### src/rtl/record_playback_reader.sv
// Loop-recorder playback reader: replays stored note events from the event RAM onto a
// valid/ready stream, spacing them by each entry's stored delta.
module record_playback_reader #(
  parameter int RECORD_LENGTH = 8,
  parameter int NOTE_WIDTH    = 7,
  parameter int TICK_WIDTH    = 27,
  parameter int ADDR_WIDTH    = $clog2(RECORD_LENGTH)
) (
  input  logic                                clock,
  input  logic                                reset_l,
  input  logic                                play,
  input  logic                                loop,
  input  logic [ADDR_WIDTH:0]                 rec_count,
  output logic [ADDR_WIDTH-1:0]               rd_addr,
  input  logic [TICK_WIDTH+2*NOTE_WIDTH:0]    rd_data,
  output logic                                ev_valid,
  input  logic                                ev_ready,
  output logic                                ev_on,
  output logic [NOTE_WIDTH-1:0]               ev_note,
  output logic [NOTE_WIDTH-1:0]               ev_velocity,
  output logic                                playing,
  output logic                                done,
  output logic                                all_off
);

  localparam logic [ADDR_WIDTH:0] REC_LEN_W = (ADDR_WIDTH+1)'(RECORD_LENGTH);

  // IDLE wait for play edge | FETCH drive addr | READ latch entry | WAIT count delta | EMIT handshake
  typedef enum logic [2:0] {S_IDLE, S_FETCH, S_READ, S_WAIT, S_EMIT} state_t;

  state_t                  state_q, state_d;
  logic [ADDR_WIDTH-1:0]   index_q, index_d;
  logic [ADDR_WIDTH:0]     count_q, count_d;
  logic [TICK_WIDTH-1:0]   timer_q, timer_d;
  logic                    on_q, on_d;
  logic [NOTE_WIDTH-1:0]   note_q, note_d;
  logic [NOTE_WIDTH-1:0]   vel_q, vel_d;
  logic                    play_q, play_d;
  logic                    done_q, done_d;
  logic                    all_off_q, all_off_d;
  logic [ADDR_WIDTH:0]     clamp_count;
  logic                    is_last;

  always_comb begin
    state_d     = state_q;
    index_d     = index_q;
    count_d     = count_q;
    timer_d     = timer_q;
    on_d        = on_q;
    note_d      = note_q;
    vel_d       = vel_q;
    play_d      = play;
    done_d      = 1'b0;
    all_off_d   = 1'b0;
    clamp_count = (rec_count > REC_LEN_W) ? REC_LEN_W : rec_count;
    is_last     = ({1'b0, index_q} == (count_q - (ADDR_WIDTH+1)'(1)));

    unique case (state_q)
      S_IDLE: begin
        if (play && !play_q && (clamp_count != '0)) begin
          count_d = clamp_count;
          index_d = '0;
          state_d = S_FETCH;
        end
      end
      S_FETCH: state_d = S_READ;
      S_READ: begin
        {timer_d, on_d, note_d, vel_d} = rd_data;
        state_d = S_WAIT;
      end
      S_WAIT: begin
        if (timer_q == '0) state_d = S_EMIT;
        else               timer_d = timer_q - TICK_WIDTH'(1);
      end
      S_EMIT: begin
        if (ev_ready) begin
          if (!is_last) begin
            index_d = index_q + ADDR_WIDTH'(1);
            state_d = S_FETCH;
          end else if (loop) begin
            index_d = '0;
            state_d = S_FETCH;
          end else begin
            done_d  = 1'b1;
            state_d = S_IDLE;
          end
        end
      end
      default: state_d = S_IDLE;
    endcase

    // Stop wins over everything, including a coincident final transfer.
    if ((state_q != S_IDLE) && !play) begin
      state_d   = S_IDLE;
      done_d    = 1'b0;
      all_off_d = 1'b1;
    end
  end

  always_ff @(posedge clock) begin
    if (!reset_l) begin
      state_q   <= S_IDLE;
      index_q   <= '0;
      count_q   <= '0;
      timer_q   <= '0;
      on_q      <= 1'b0;
      note_q    <= '0;
      vel_q     <= '0;
      play_q    <= 1'b0;
      done_q    <= 1'b0;
      all_off_q <= 1'b0;
    end else begin
      state_q   <= state_d;
      index_q   <= index_d;
      count_q   <= count_d;
      timer_q   <= timer_d;
      on_q      <= on_d;
      note_q    <= note_d;
      vel_q     <= vel_d;
      play_q    <= play_d;
      done_q    <= done_d;
      all_off_q <= all_off_d;
    end
  end

  assign rd_addr     = index_q;
  assign ev_valid    = (state_q == S_EMIT);
  assign ev_on       = ev_valid & on_q;
  assign ev_note     = ev_valid ? note_q : '0;
  assign ev_velocity = ev_valid ? vel_q : '0;
  assign playing     = (state_q != S_IDLE);
  assign done        = done_q;
  assign all_off     = all_off_q;

endmodule

### config.mk
export PLATFORM = sky130hd
export DESIGN_NAME = record_playback_reader
export DESIGN_NICKNAME = d
export VERILOG_FILES = /design/src/rtl/record_playback_reader.sv
export SDC_FILE = /design/constraint.sdc
export NUM_CORES = 1
export LEC_CHECK = 0
export ABC_AREA = 1
export BUFFER_PORTS_ARGS = -buffer_cell sky130_fd_sc_hd__buf_4
export CORE_ASPECT_RATIO = 1.2
export CORE_MARGIN = 2
export CORE_UTILIZATION = 59
export DETAILED_ROUTE_END_ITERATION = 8
export PLACE_DENSITY_LB_ADDON = 0.2
export SLEW_MARGIN = 20
export SYNTH_ARGS = -nofsm -noshare
export SYNTH_HDL_FRONTEND = slang
export SYNTH_SLANG_ARGS = --single-unit
### constraint.sdc
create_clock -name clock -period 3.15 [get_ports clock]
set_input_delay 0.315 -clock clock [delete_from_list [all_inputs] [get_ports clock]]
set_output_delay 0.315 -clock clock [all_outputs]
set_load 0.01 [all_outputs]
; ---- After elaboration in Yosys (flattened, before gate mapping)
; Cells that the tools add are included.
[totals]
in_bits = 51
regBits = 55
output_inout_bits = 22
[classes]
n_lt_le_gt_ge = 1
muxes = 18
n_bitwise = 5
add_sub_neg = 3
n_eq_ne = 10
reduce_logical = 17
[op_table]
columns = operator, count
row1 = one-hot mux 27 bit (2 select lines), 1
row2 = zero test 27 bit, 1
row3 = two-way mux 27 bit, 1
row4 = "subtractor 27 x 1 -> 27 bit, second input constant", 1
row5 = two-way mux 3 bit, 7
row6 = one-hot mux 3 bit (5 select lines), 1
row7 = two-way mux 7 bit, 2
row8 = "equality test 3 x 2 -> 1 bit, second input constant", 2
row9 = "!= test 2 bit, second input constant", 3
row10 = one-hot mux 3 bit (2 select lines), 1
row11 = OR reduction 5 bit, 1
row12 = equality test 3 x 4 -> 1 bit, 1
row13 = "> comparator 4 bit, second input constant", 1
row14 = two-way mux 1 bit, 4
row15 = two-way mux 4 bit, 1
row16 = NOT 1 bit, 4
row17 = AND reduction 2 bit, 2
row18 = AND reduction 4 bit, 1
row19 = nonzero test 2 bit, 2
row20 = nonzero test 4 bit, 1
row21 = "subtractor 4 x 1 -> 4 bit, second input constant", 1
row22 = "adder 3 x 1 -> 3 bit, second input constant", 1
row23 = "equality test 3 x 1 -> 1 bit, second input constant", 1
row24 = "equality test 3 bit, second input constant", 1
row25 = 9 further kinds, 12

; ---- Logic depth before layout (Yosys ltp)
[logic_depth]
depth_word = 6
mapped_depth = 13

; ---- Least setup slack after synthesis
; No wires, ideal clock.
[synth_timing]
path_kind = register -> register
startpoint = register timer_q[0]
endpoint = register timer_q[1]
required_ns = 3.037
t_arrival_ns = 1.494
setup_time_ns = 0.113
path_stages_with_launch = 14
path_slack_ns = 1.542
path_buffers = 1
cell_sequence = dfxtp_1 inv_1 ha_1 nand2_1 inv_1 nand2_2 nor2_4 nand2_2 nand2_4 nand2_4 clkinv_4 buf_8 nor2_1 nor2_1
[synth_via]
elab_chain_cells = 3
elab_cells_between_ends = 6
cone_classes = add/sub: 1 / eq/ne: 1 / mux: 2 / reduce/logical: 2
[synth_rtl]
columns = item, line
row1 = start: declaration, 34  ; logic [TICK_WIDTH-1:0] timer_q, timer_d;
row2 = start signal: assignment, 116  ; timer_q <= timer_d;
row3 = subtractor 27 x 1 -> 27 bit or zero test 27 bit (tied branches), "73, 72"
row4 = two-way mux 27 bit or != test 2 bit (tied branches), n/a
row5 = one-hot mux 27 bit (2 select lines) or AND reduction 2 bit (tied branches), n/a
; Several ways; a longest one is shown, not always the timed one. The select of a mux whose other input is x is not followed.
; A chain may end at the register's enable or synchronous reset.

; ---- Worst setup path in the final report
; Ends and elaborated chain as after synthesis.

==> results.cfg <==
[critical_path]
rr_worst_depth = 12
worst-endpoint-required_ns = 3.37
cp_max_fo = 25
rr_endpoint = timer_q[1]
worstSetupPathType = register to register
cp.arrival_ns = 2.30
endpoint_kind = register
reg2reg_from = timer_q[0]
startpoint_type = register
rrSetupSlack_ns = 1.06

[sta]
finalHoldViolations = 0
timing.final.crit_period_ns = 2.086
fin_setup_tns_ns = 0
worst_pin_slew_ns = 0.4665
slew_violations = 0
relSlewSlack_pct = 68.90
fin_worst_skew_ns = 0.005957
rsz0062_at_grt = false
post-route-period-util_pct = 66.21
max_freq_mhz = 479.5
finalSetupViolCount = 0
hold_ws_ns = 0.1988

[final_layout]
antennaDiodeCount = 0
area_delta_synth_final_pct = 17.93
drive_gt1_share_pct = 14.89
stdcell_count = 722
nNetsFinal = 711
final_util_pct = 72.04

[floorplan]
start_util_pct = 61.09
die_h_um = 87.64
core_area_sq_um = 5630
pin_count = 73
die_x_um = 73.70
dieArea_sq_um = 6459
rows = 30

[pwr]
combPwrFrac_pct = 55.7
ir_drop_mv = 0.4021
clock_power_share_pct = 13.0
intPower_w = 0.001612
swShare_pct = 49.29
p_seq_share_pct = 31.3
total_power_w = 0.003179
leakagePower_nw = 2.083
power.switching_w = 0.001567
pwr_density_cell_nw_per_um2 = 783.6

[synth]
ys_top_cells_by_count = 160 x nand2_1, 152 x nor2_1, 66 x inv_1
ys_ff_latch = 55
synth.area.top_cells = dfxtp_1 32%, nand2_1 17%, nor2_1 17%, inv_1 7.2%, nand3_1 6.3%
ys.flop_type = dfxtp_1
yosysTopAreaCell = dfxtp_1
synth_cell_types = 30
synth_warnings = 0
syn-cell-area_sq_um = 3440
synth_cells = 596
synth_most_common_cell = nand2_1
avgSynthCellArea_sq_um = 5.771
synth-seq-area-share_pct = 32.01
synth-edff-count = 0
async_reset_ff_share_pct = 0
synthesis.nets = 650
synth_top_cell_area_share_pct = 32.01

[cts]
tritoncts = yes
clkSlewWorstSetupHoldPaths_ns = 0.11
ctsLongestPathBuffers = 2
htreeDepth = 2
numCtsBuffers = 5
clock-sinks = 55
post_cts_buffers = 0
postCtsHoldBufs = 0
ctsRootBufferMaster = clkbuf_8
cts_resized = 0
clkLatencyLatePin_ns = 0.32

[place]
portBuffers = 72
dp_hpwl_mm = 6.101
placed_cells = 714
gp_congestion = 0.8916

[global_routing]
grt_max_degree = 50
grt_util_met3_pct = 4.488
grt_pass1_vias = 3477
antenna_found_initial = 0
busiest_layer = met2
gr-usage-all-layers_pct = 26.94
grt_use_met1_pct = 31.04
grt_overflow = 0
grt_first_pass_wirelength_mm = 14.13
met2_usage_pct = 48.86

[run]
cap_violations = 0

[detailed_routing]
drc = 0
antenna_left = 0
first_pass_iters = 5
wl_per_cell_um = 11.61
drtIter0Drc = 265
via_per_inst = 5.255
num_vias = 3794
routed_wl_mm = 8.380

[worst_hold_path]
holdPathEnd = play_q
min_path_cells = 3
min_path_type = primary input to register
min_from = play

[run_status]
status = finished clean
area by class of cell:
| class | instances | area, sq um |
|---|---|---|
| Clock buffer | 5 | 68.82 |
| Inverter | 70 | 267.8 |
| Multi-Input combinational cell | 451 | 1961 |
| Tap cell | 64 | 80.08 |
| Clock inverter | 3 | 22.52 |
| Fill cell | 504 | 1574 |
| Timing Repair Buffer | 74 | 555.5 |
| Sequential cell | 55 | 1101 |
layer usage:
layer  vias to the layer above  part of all wire, %
met5                         -                    0
met4                         0                  1.5
met3                        13                  4.7
met2                       104                   51
met1                      1709                   43
li1                       1968                    -
power groups by stage:
| stage | registers [W] | logic, W | clock network [W] |
|---|---|---|---|
| floorplan | 0.000975 | 0.00139 | 0 |
| global placement | 0.00100 | 0.00168 | 0 |
| detailed placement | 0.00101 | 0.00173 | 0 |
| CTS | 0.000991 | 0.00175 | 0.000418 |
| global route | 0.00102 | 0.00201 | 0.000448 |
| finish | 0.000996 | 0.00177 | 0.000413 |
through the flow:
step | cell area, sq um | setup slack, ns
floorplan | 3440 | 1.542
global placement | 3965 | 1.183
detailed placement | 3965 | 1.110
CTS | 4056 | 1.088
global route | 4056 | 0.8751
finish | 4056 | 1.064
registers in the layout, indices dropped and copies added (netlist names):
signal / flops
all_off: 1
count_q: 4
done: 1
note_q: 7
on_q: 1
play_q: 1
rd_addr: 3
state_q: 3
timer_q: 27
vel_q: 7
layout by cell type, fill, tap and decap left out, types with 4 or more instances in the layout:
cell	Yosys	final
dfxtp_1	55	55
o21ai_0	26	26
buf_4	1	74
nand2_1	160	160
clkbuf_8	0	5
inv_1	66	66
nand3_1	43	43
nand4_1	6	6
a21oi_1	28	28
nand3b_1	4	4
o21ai_1	8	8
nor2_1	152	152
nand2_2	5	5
worst max path at each step:
| stage | from | to | slack [ns] | depth (start not counted) |
|---|---|---|---|---|
| floorplan | timer_q[0] | timer_q[1] | 1.54 | 13 |
| global placement | timer_q[0] | timer_q[7] | 1.18 | 12 |
| detailed placement | timer_q[0] | timer_q[11] | 1.11 | 12 |
| CTS | timer_q[0] | timer_q[11] | 1.09 | 12 |
| global route | timer_q[0] | timer_q[4] | 0.88 | 12 |
| finish | timer_q[0] | timer_q[1] | 1.06 | 12 |
cell families (layout without fill, tap and decap cells):
kind of cell,count (synthesis),after routing,share of synthesized area (%)
buffers and inverters,90,152,10.99
XOR/XNOR,3,3,0.7641
AO/OA/AOI/OAI,67,67,9.967
AND/OR/NAND/NOR,378,378,45.18
adder cells (fa/ha/maj),3,3,1.091
flip-flops,55,55,32.01
critical path, stage by stage, from the launching register on:
cell and delay [ns]:
dfxtp_1 0.38, inv_1 0.07, ha_1 0.23, nand2_1 0.14
inv_1 0.06, nand2_2 0.10, nor2_4 0.05, nand2_2 0.07
nand2_4 0.15, nand2_4 0.33, clkinv_4 0.20, nor2_1 0.14
nor2_1 0.05
No activity file was read; power rests on OpenSTA's default activity.
